==> src/rtl/muldiv_seq.sv <==
// muldiv_seq - iterative multiply/divide unit holding the architectural HI/LO pair.
// Computes one result bit per clock: LSB-first shift-add multiply or restoring divide,
// finishing WIDTH edges after the start edge. A divide by zero skips iteration and
// completes on the start edge itself.
//
// Optional feature macro: MULDIV_SIGNED_EN
//   defined   : op_signed selects signed (mult/div) or unsigned (multu/divu) operation;
//               magnitude conversion and result sign fixup are built.
//   undefined : op_signed is ignored, every operation is unsigned, no negation logic.
//
// Ports
//   clk, rst            clock; asynchronous active-low reset
//   start               launch an operation (accepted in IDLE or DONE only)
//   mul0_div1_sel       0 = multiply, 1 = divide
//   op_signed           signed operation request (honoured only with MULDIV_SIGNED_EN)
//   a, b                multiplicand/dividend, multiplier/divisor
//   hilo_we             mthi/mtlo write strobe (ignored while busy)
//   hi0_lo1_sel         write target: 0 = HI, 1 = LO
//   hilo_wd             mthi/mtlo write data
//   busy                high while iterating
//   done                one-cycle pulse when HI/LO take a new result
//   div_by_zero         last divide had b == 0; cleared by the next start
//   hi, lo              HI (upper product / remainder), LO (lower product / quotient)
module muldiv_seq #(
   parameter  int WIDTH = 32,
   localparam int CNT_W = $clog2(WIDTH + 1)
) (
   input  logic             clk,
   input  logic             rst,
   input  logic             start,
   input  logic             mul0_div1_sel,
   input  logic             op_signed,
   input  logic [WIDTH-1:0] a,
   input  logic [WIDTH-1:0] b,
   input  logic             hilo_we,
   input  logic             hi0_lo1_sel,
   input  logic [WIDTH-1:0] hilo_wd,
   output logic             busy,
   output logic             done,
   output logic             div_by_zero,
   output logic [WIDTH-1:0] hi,
   output logic [WIDTH-1:0] lo
);

   typedef enum logic [1:0] {S_IDLE, S_BUSY, S_DONE} state_t;

   state_t               state;
   logic [CNT_W-1:0]     cnt;
   logic                 accept;
   logic                 last;

   // Datapath state (not reset: always loaded on an accepted start).
   logic                 is_div;
   logic [WIDTH-1:0]     opnd;       // multiplicand for mul, divisor for div
   logic [2*WIDTH-1:0]   acc;        // mul: {partial sum, multiplier}; div: {remainder, dividend/quotient}
   logic [2*WIDTH-1:0]   acc_nxt;
   logic [WIDTH-1:0]     mag_a;
   logic [WIDTH-1:0]     mag_b;
   logic [WIDTH:0]       psum;
   logic [WIDTH:0]       shifted;
   logic [WIDTH+1:0]     diff;
   logic [WIDTH-1:0]     fix_hi;
   logic [WIDTH-1:0]     fix_lo;
   logic                 unused_bits;

   assign accept = start && (state != S_BUSY);
   assign last   = (state == S_BUSY) && (cnt == CNT_W'(WIDTH - 1));

`ifdef MULDIV_SIGNED_EN
   logic signed [WIDTH-1:0] a_s;
   logic signed [WIDTH-1:0] b_s;
   logic                    a_neg;
   logic                    b_neg;
   logic                    neg_q;   // negate product / quotient
   logic                    neg_r;   // negate remainder (dividend sign)

   function automatic logic [WIDTH-1:0] neg_w(input logic [WIDTH-1:0] v);
      return ~v + WIDTH'(1);
   endfunction

   function automatic logic [2*WIDTH-1:0] neg_2w(input logic [2*WIDTH-1:0] v);
      return ~v + (2*WIDTH)'(1);
   endfunction

   assign a_s   = a;
   assign b_s   = b;
   assign a_neg = op_signed && (a_s < 0);
   assign b_neg = op_signed && (b_s < 0);
   // |-2^(WIDTH-1)| = 2^(WIDTH-1) is representable as an unsigned magnitude.
   assign mag_a = a_neg ? neg_w(a) : a;
   assign mag_b = b_neg ? neg_w(b) : b;
   assign unused_bits = diff[WIDTH];
`else
   assign mag_a = a;
   assign mag_b = b;
   assign unused_bits = ^{diff[WIDTH], op_signed};
`endif

   // One iteration step: shift-add for multiply, restoring subtract for divide.
   always_comb begin
      acc_nxt = acc;
      psum    = {1'b0, acc[2*WIDTH-1:WIDTH]} + (acc[0] ? {1'b0, opnd} : '0);
      shifted = {acc[2*WIDTH-1:WIDTH], acc[WIDTH-1]};
      diff    = {1'b0, shifted} - {2'b00, opnd};
      if (is_div) begin
         if (!diff[WIDTH+1])
            acc_nxt = {diff[WIDTH-1:0], acc[WIDTH-2:0], 1'b1};
         else
            acc_nxt = {shifted[WIDTH-1:0], acc[WIDTH-2:0], 1'b0};
      end else begin
         acc_nxt = {psum, acc[WIDTH-1:1]};
      end
   end

   // Result as written on the final edge, with sign fixup when enabled.
   always_comb begin
      fix_hi = acc_nxt[2*WIDTH-1:WIDTH];
      fix_lo = acc_nxt[WIDTH-1:0];
`ifdef MULDIV_SIGNED_EN
      if (is_div) begin
         if (neg_q) fix_lo = neg_w(acc_nxt[WIDTH-1:0]);
         if (neg_r) fix_hi = neg_w(acc_nxt[2*WIDTH-1:WIDTH]);
      end else if (neg_q) begin
         {fix_hi, fix_lo} = neg_2w(acc_nxt);
      end
`endif
   end

   always_ff @(posedge clk) begin
      if (accept) begin
         is_div <= mul0_div1_sel;
         if (mul0_div1_sel) begin
            acc  <= {{WIDTH{1'b0}}, mag_a};
            opnd <= mag_b;
         end else begin
            acc  <= {{WIDTH{1'b0}}, mag_b};
            opnd <= mag_a;
         end
`ifdef MULDIV_SIGNED_EN
         neg_q <= a_neg ^ b_neg;
         neg_r <= a_neg;
`endif
      end else if (state == S_BUSY) begin
         acc <= acc_nxt;
      end
   end

   always_ff @(posedge clk or negedge rst) begin
      if (!rst) begin
         state       <= S_IDLE;
         cnt         <= '0;
         busy        <= 1'b0;
         done        <= 1'b0;
         div_by_zero <= 1'b0;
         hi          <= '0;
         lo          <= '0;
      end else begin
         done <= 1'b0;
         case (state)
            S_IDLE, S_DONE: begin
               // mthi/mtlo first so a same-edge divide-by-zero result overrides it.
               if (hilo_we) begin
                  if (hi0_lo1_sel) lo <= hilo_wd;
                  else             hi <= hilo_wd;
               end
               if (start) begin
                  cnt         <= '0;
                  div_by_zero <= 1'b0;
                  if (mul0_div1_sel && (b == '0)) begin
                     state       <= S_DONE;
                     busy        <= 1'b0;
                     done        <= 1'b1;
                     div_by_zero <= 1'b1;
                     hi          <= a;
                     lo          <= '1;
                  end else begin
                     state <= S_BUSY;
                     busy  <= 1'b1;
                  end
               end else begin
                  state <= S_IDLE;
                  busy  <= 1'b0;
               end
            end
            S_BUSY: begin
               if (last) begin
                  state <= S_DONE;
                  busy  <= 1'b0;
                  done  <= 1'b1;
                  hi    <= fix_hi;
                  lo    <= fix_lo;
               end else begin
                  cnt <= cnt + CNT_W'(1);
               end
            end
            default: begin
               state <= S_IDLE;
               busy  <= 1'b0;
            end
         endcase
      end
   end

endmodule

==> config.mk <==
export PLATFORM = sky130hd
export DESIGN_NAME = muldiv_seq
export DESIGN_NICKNAME = d
export VERILOG_FILES = /design/src/rtl/muldiv_seq.sv
export SDC_FILE = /design/constraint.sdc
export NUM_CORES = 1
export LEC_CHECK = 0
export BUFFER_PORTS_ARGS = -buffer_cell sky130_fd_sc_hd__buf_2
export CAP_MARGIN = 5
export CORE_ASPECT_RATIO = 1.75
export CORE_MARGIN = 3
export CORE_UTILIZATION = 60
export DETAILED_ROUTE_END_ITERATION = 10
export HOLD_SLACK_MARGIN = 0.05
export PLACE_DENSITY = 0.88
export SKIP_CTS_REPAIR_TIMING = 1
export SYNTH_ARGS = -nofsm -noshare
export SYNTH_HDL_FRONTEND = slang
export SYNTH_SLANG_ARGS = --single-unit
export TNS_END_PERCENT = 5
==> constraint.sdc <==
create_clock -name clk -period 6.8 [get_ports clk]
set_clock_uncertainty 0.2 [all_clocks]
set_input_delay 0.34 -clock clk [delete_from_list [all_inputs] [get_ports clk]]
set_output_delay 0.34 -clock clk [all_outputs]
set_load 0.02 [all_outputs]
**Yosys cells after proc, flatten, opt, wreduce, memory -nomap -nowiden**

Cells that the tools add are included.
W data, S select, Z words.

- Bits in registers: 172

- $add $sub $neg: 3
- Reduce and logical (&&, ||, !) cells: 11
- Equal/unequal tests: 7
- Muxes and demuxes: 34

Operators by type and width:

| operator | number |
|---|---|
| $mux W32 | 13 |
| $mux W64 | 4 |
| $pmux W32 S2 | 2 |
| $sub A33 B32 Y34 | 1 |
| $add A32 B32 Y33 | 1 |
| $logic_not A32 Y1 | 1 |
| $mux W6 | 2 |
| $pmux W6 S2 | 1 |
| $add A6 B1 Y6 const B | 1 |
| $eq A6 B5 Y1 const B | 1 |
| $mux W1 | 6 |
| $mux W2 | 3 |
| $ne A2 B2 Y1 const B | 3 |
| $pmux W1 S2 | 2 |
| $pmux W2 S2 | 1 |
| $reduce_and A2 Y1 | 2 |
| $reduce_bool A2 Y1 | 2 |
| $logic_and A1 B1 Y1 | 3 |
| $reduce_and A3 Y1 | 1 |
| $eq A2 B1 Y1 const B | 1 |
| $eq A2 B2 Y1 const B | 1 |
| $logic_not A2 Y1 | 1 |
| $ne A2 B1 Y1 const B | 1 |
| $reduce_or A2 Y1 | 1 |

**Logic depth before layout (Yosys ltp)**

- Depth after elaboration: 5
- Depth in mapped cells: 14
- Gate-level depth less buffers: 12

**Least setup slack after synthesis**

No wires, ideal clock.

- Path kind: register to register
- Start point: register acc[0]
- End point: register hi[31]
- Buffers on the path: 0
- Arrival time: 3.080 ns
- Clock period less this slack: 3.404 ns
- Setup slack: 3.396 ns
- Data required time: 6.476 ns
- Cell stages (with the launch flop): 13
- Path through: edfxtp_1 -> and2_1 -> ha_1 -> fa_1 -> a211oi_1 -> o211ai_1 -> a211o_1 -> a31oi_2 -> nor3_1 -> a211o_1 -> a211oi_1 -> nor3_1 -> a211o_1

- Longest elaborated chain between the ends: 5

Ends and longest elaborated chain:

| item | line | text |
|---|---|---|
| start, declared | 55 | `logic [2*WIDTH-1:0] acc;` |
| start signal, assigned | 133 | `acc <= {{WIDTH{1'b0}}, mag_a};` |
| start signal, assigned | 136 | `acc <= {{WIDTH{1'b0}}, mag_b};` |
| start signal, assigned | 144 | `acc <= acc_nxt;` |
| $mux W32 | 102 | `psum = {1'b0, acc[2*WIDTH-1:WIDTH]} + (acc[0] ? {1'b0, opnd} : '0);` |
| $add A32 B32 Y33 | 102 |  |
| $mux W64 | 105 | `if (is_div) begin` |
| $mux W32 | 186 | `if (last) begin` |
| $pmux W32 S2 | 159 | `case (state)` |
| end signal, assigned | 164 | `else hi <= hilo_wd;` |
| end signal, assigned | 190 | `hi <= fix_hi;` |
| end, declared | 41 | `output logic [WIDTH-1:0] hi,` |

No other way between the ends. The select of a mux whose other input is x is not followed.
A chain may end at the register's enable or synchronous reset.

**Worst setup path after layout**

- Start point: register acc[0]
- End point: register hi[19]

The elaborated chain is that of the path after synthesis.

==> metrics <==
Yosys reg bits=about 170; Seq/Total Area, Yosys=0.370; Synth Area per Inst=between 8 and 9 sq um; footprint of the multi-input gates=about 7600 sq um; # IOs=between 150 and 200; Max Cap Violations=0; worst-margin pin slew=around 1.3 ns; GRT Overall Usage=0.350; largest net degree at the start of global routing=76; Period Utilization, post-route=0.648; ys async rst share=0.436; Layout area overhead=12.0%; fillers=1589; Initial Util=0.616; Worst-path clk slew=around 0.07 ns; Clock Tree Root=clkbuf_16; Slew Limit Fails=0; grt ovf=0; final setup fails=0; Vias/cell=6.73; CP Data Required Time=between 6 and 7 ns; initial DRC count=1282; vias in the first global route=between 10000 and 15000; met2 Track Usage GR=0.574; Hold Crit Class=in -> reg; Peak VDD IR=about 0.32 mV; result of the run=finished clean; port bufs=between 150 and 200; Detailed Place HPWL=between 30000 and 40000 um; Post-synth EDFFs=a little under 100; CTS tree=done; Fmax=between 200 and 250 MHz; total clock sinks=172; die area=roughly 23000 sq um; Avg WL per Cell=22.3 um; Setup WS pre-CTS=2.47 ns; grt peak-use layer=met2; Min Hold Slack=approximately 0.044 ns; first-pass GRT wire length=~65000 um; global routing usage on met3=0.0487; CP Launch Type=register; via count=approximately 12000; crit path DAT=approximately 4.6 ns; final-stage net count=about 1700; critical path class=reg -> reg; Routed Wire Length=between 40000 and 50000 um; Tmin final=4.41 ns; Primary FF master, synth=edfxtp_1; Slew HR=0.146; Synthesized Nets=around 1600; ANT nets after route=0; Placeable Area=between 20000 and 25000 sq um; cts bufs inserted=17; crit path max fanout=33; RSZ-0062 raised after global routing=no; layout cell share with drive strength beyond 1=0.162; met1 Use GR=0.438; H-tree Lvls=4; Core Util, Final=0.689; Yosys Warn Count=0; Yosys cell types=around 70; Cell Area, Synth=between 10000 and 15000 sq um; worst skew pair latency=roughly 0.44 ns; final worst slack=around 2.4 ns; Die Y=between 200 and 250 um; GPL Wtd Cong=approximately 0.95; Cell Rows=70; DR pass1 iterations=8; Final Hold Fails=0; Mapped Cells=1460; clock buffer depth=2; die extent in x=between 100 and 150 um; Critical Path End Type=register; pwr/cell area=~550 nW/um^2; Leak Pwr=0.00633 uW; initial antenna violation count=2; FF/Latch Area=roughly 4800 sq um; TNS Setup=0 ns; drt drc=0
## power breakdown
part           total (uW)  internal (uW)  switching [uW]
clock network         967            545             422
logic                4890           1860            3030
registers            2120           1700             422
## worst max-delay path, stage by stage (launching register included)
cell and delay (ns):
edfxtp_1 0.80, and2_1 0.33, ha_1 0.22, fa_1 0.43
a211oi_1 0.31, nor2_1 0.13, a41oi_1 0.48, o21ai_0 0.27
a211oi_1 0.33, xnor2_1 0.18, nor2_1 0.09, a211oi_1 0.35
o22a_1 0.20
## final timing paths
check / start / to / slack, ns / depth (start not counted)
setup reg to reg: acc[0] / hi[19] / 2.39 / 12
hold / removal: b[28] / opnd[28] / 0.04 / 2
min in group asynchronous: rst / lo[28] / 0.41 / 2
hold reg to reg: hi[31] / hi[31] / 0.31 / 1
setup / recovery: acc[0] / hi[19] / 2.39 / 12
max in group asynchronous: rst / state[0] / 5.26 / 2
## layer usage
metal | part of all wire | up-vias
li1 | - | 5629
met5 | 0 | -
met1 | 0.36 | 5784
met4 | 0.066 | 0
met2 | 0.49 | 806
met3 | 0.084 | 200
## state kept, by name, summed over array words and instances, names as in the netlist, 2 cells and up
register	flops
state	2
lo	32
opnd	32
hi	32
acc	64
cnt	6
## placed cells by master, fill, tap and decap left out, types with 6 or more instances in the layout
master | netlist | final
nand4_1 | 13 | 13
ha_1 | 65 | 65
mux2i_1 | 73 | 73
or3_1 | 12 | 12
xor2_1 | 24 | 24
a221o_1 | 19 | 19
and3_1 | 8 | 8
nand2b_1 | 8 | 6
inv_1 | 49 | 49
clkbuf_16 | 0 | 18
buf_4 | 0 | 16
nor4_1 | 10 | 10
o21bai_1 | 8 | 8
nor2b_1 | 40 | 40
mux2_2 | 32 | 32
a211oi_1 | 75 | 75
nor2_1 | 139 | 139
o211ai_1 | 12 | 12
nor3_1 | 20 | 20
edfxtp_1 | 97 | 97
xnor2_1 | 26 | 26
o21ai_1 | 10 | 10
o21a_1 | 13 | 13
a31oi_1 | 15 | 14
and2_1 | 57 | 57
nand3_1 | 19 | 19
o21ai_0 | 85 | 85
a21o_1 | 23 | 23
dfrtp_1 | 75 | 74
a21oi_1 | 156 | 156
buf_2 | 7 | 166
nand2_1 | 114 | 112
## synth_stat cells, types with 26 or more instances
cell type	number	area share
a21oi_1	156	0.060
nor2_1	139	0.040
nand2_1	114	0.033
edfxtp_1	97	0.23
o21ai_0	85	0.033
a211oi_1	75	0.043
dfrtp_1	75	0.14
mux2i_1	73	0.056
clkbuf_1	72	0.021
ha_1	65	0.063
and2_1	57	0.028
inv_1	49	0.014
nor2b_1	40	0.019
mux2_2	32	0.028
xnor2_1	26	0.018
## through the flow
| stage | cells | total power, uW | cell area, sq um |
|---|---|---|---|
| after global routing | 1844 | 8490 | 14500 |
| after floorplan | 1460 | 5510 | 12900 |
| after CTS | 1839 | 7860 | 14500 |
| final | 1844 | 7980 | 14500 |
| after detailed placement | 1807 | 6850 | 13900 |
| after global placement | 1807 | 6730 | 13900 |
## final cells by class
type                            count  share of cell area
Antenna cell                        2            0.000345
Tap cell                          252              0.0218
Multi-Input combinational cell   1152               0.527
Sequential cell                   172               0.331
Timing Repair Buffer              185              0.0677
Clock buffer                       23              0.0338
Clock inverter                      9             0.00596
Inverter                           49              0.0127
## cell families (layout without fill, tap and decap cells)
logic type,Yosys count,count (layout),synth area share
and+or+nand+nor,464,464,0.175
AOI/OAI and AO/OA,465,465,0.229
DFF,172,172,0.370
muxes,106,106,0.0852
buffers and inverters,136,266,0.0414
xor gates and xnor gates,50,50,0.0338
adders and majority gates,67,67,0.0659
other,0,2,0
Power figures use the tool's default switching activity.
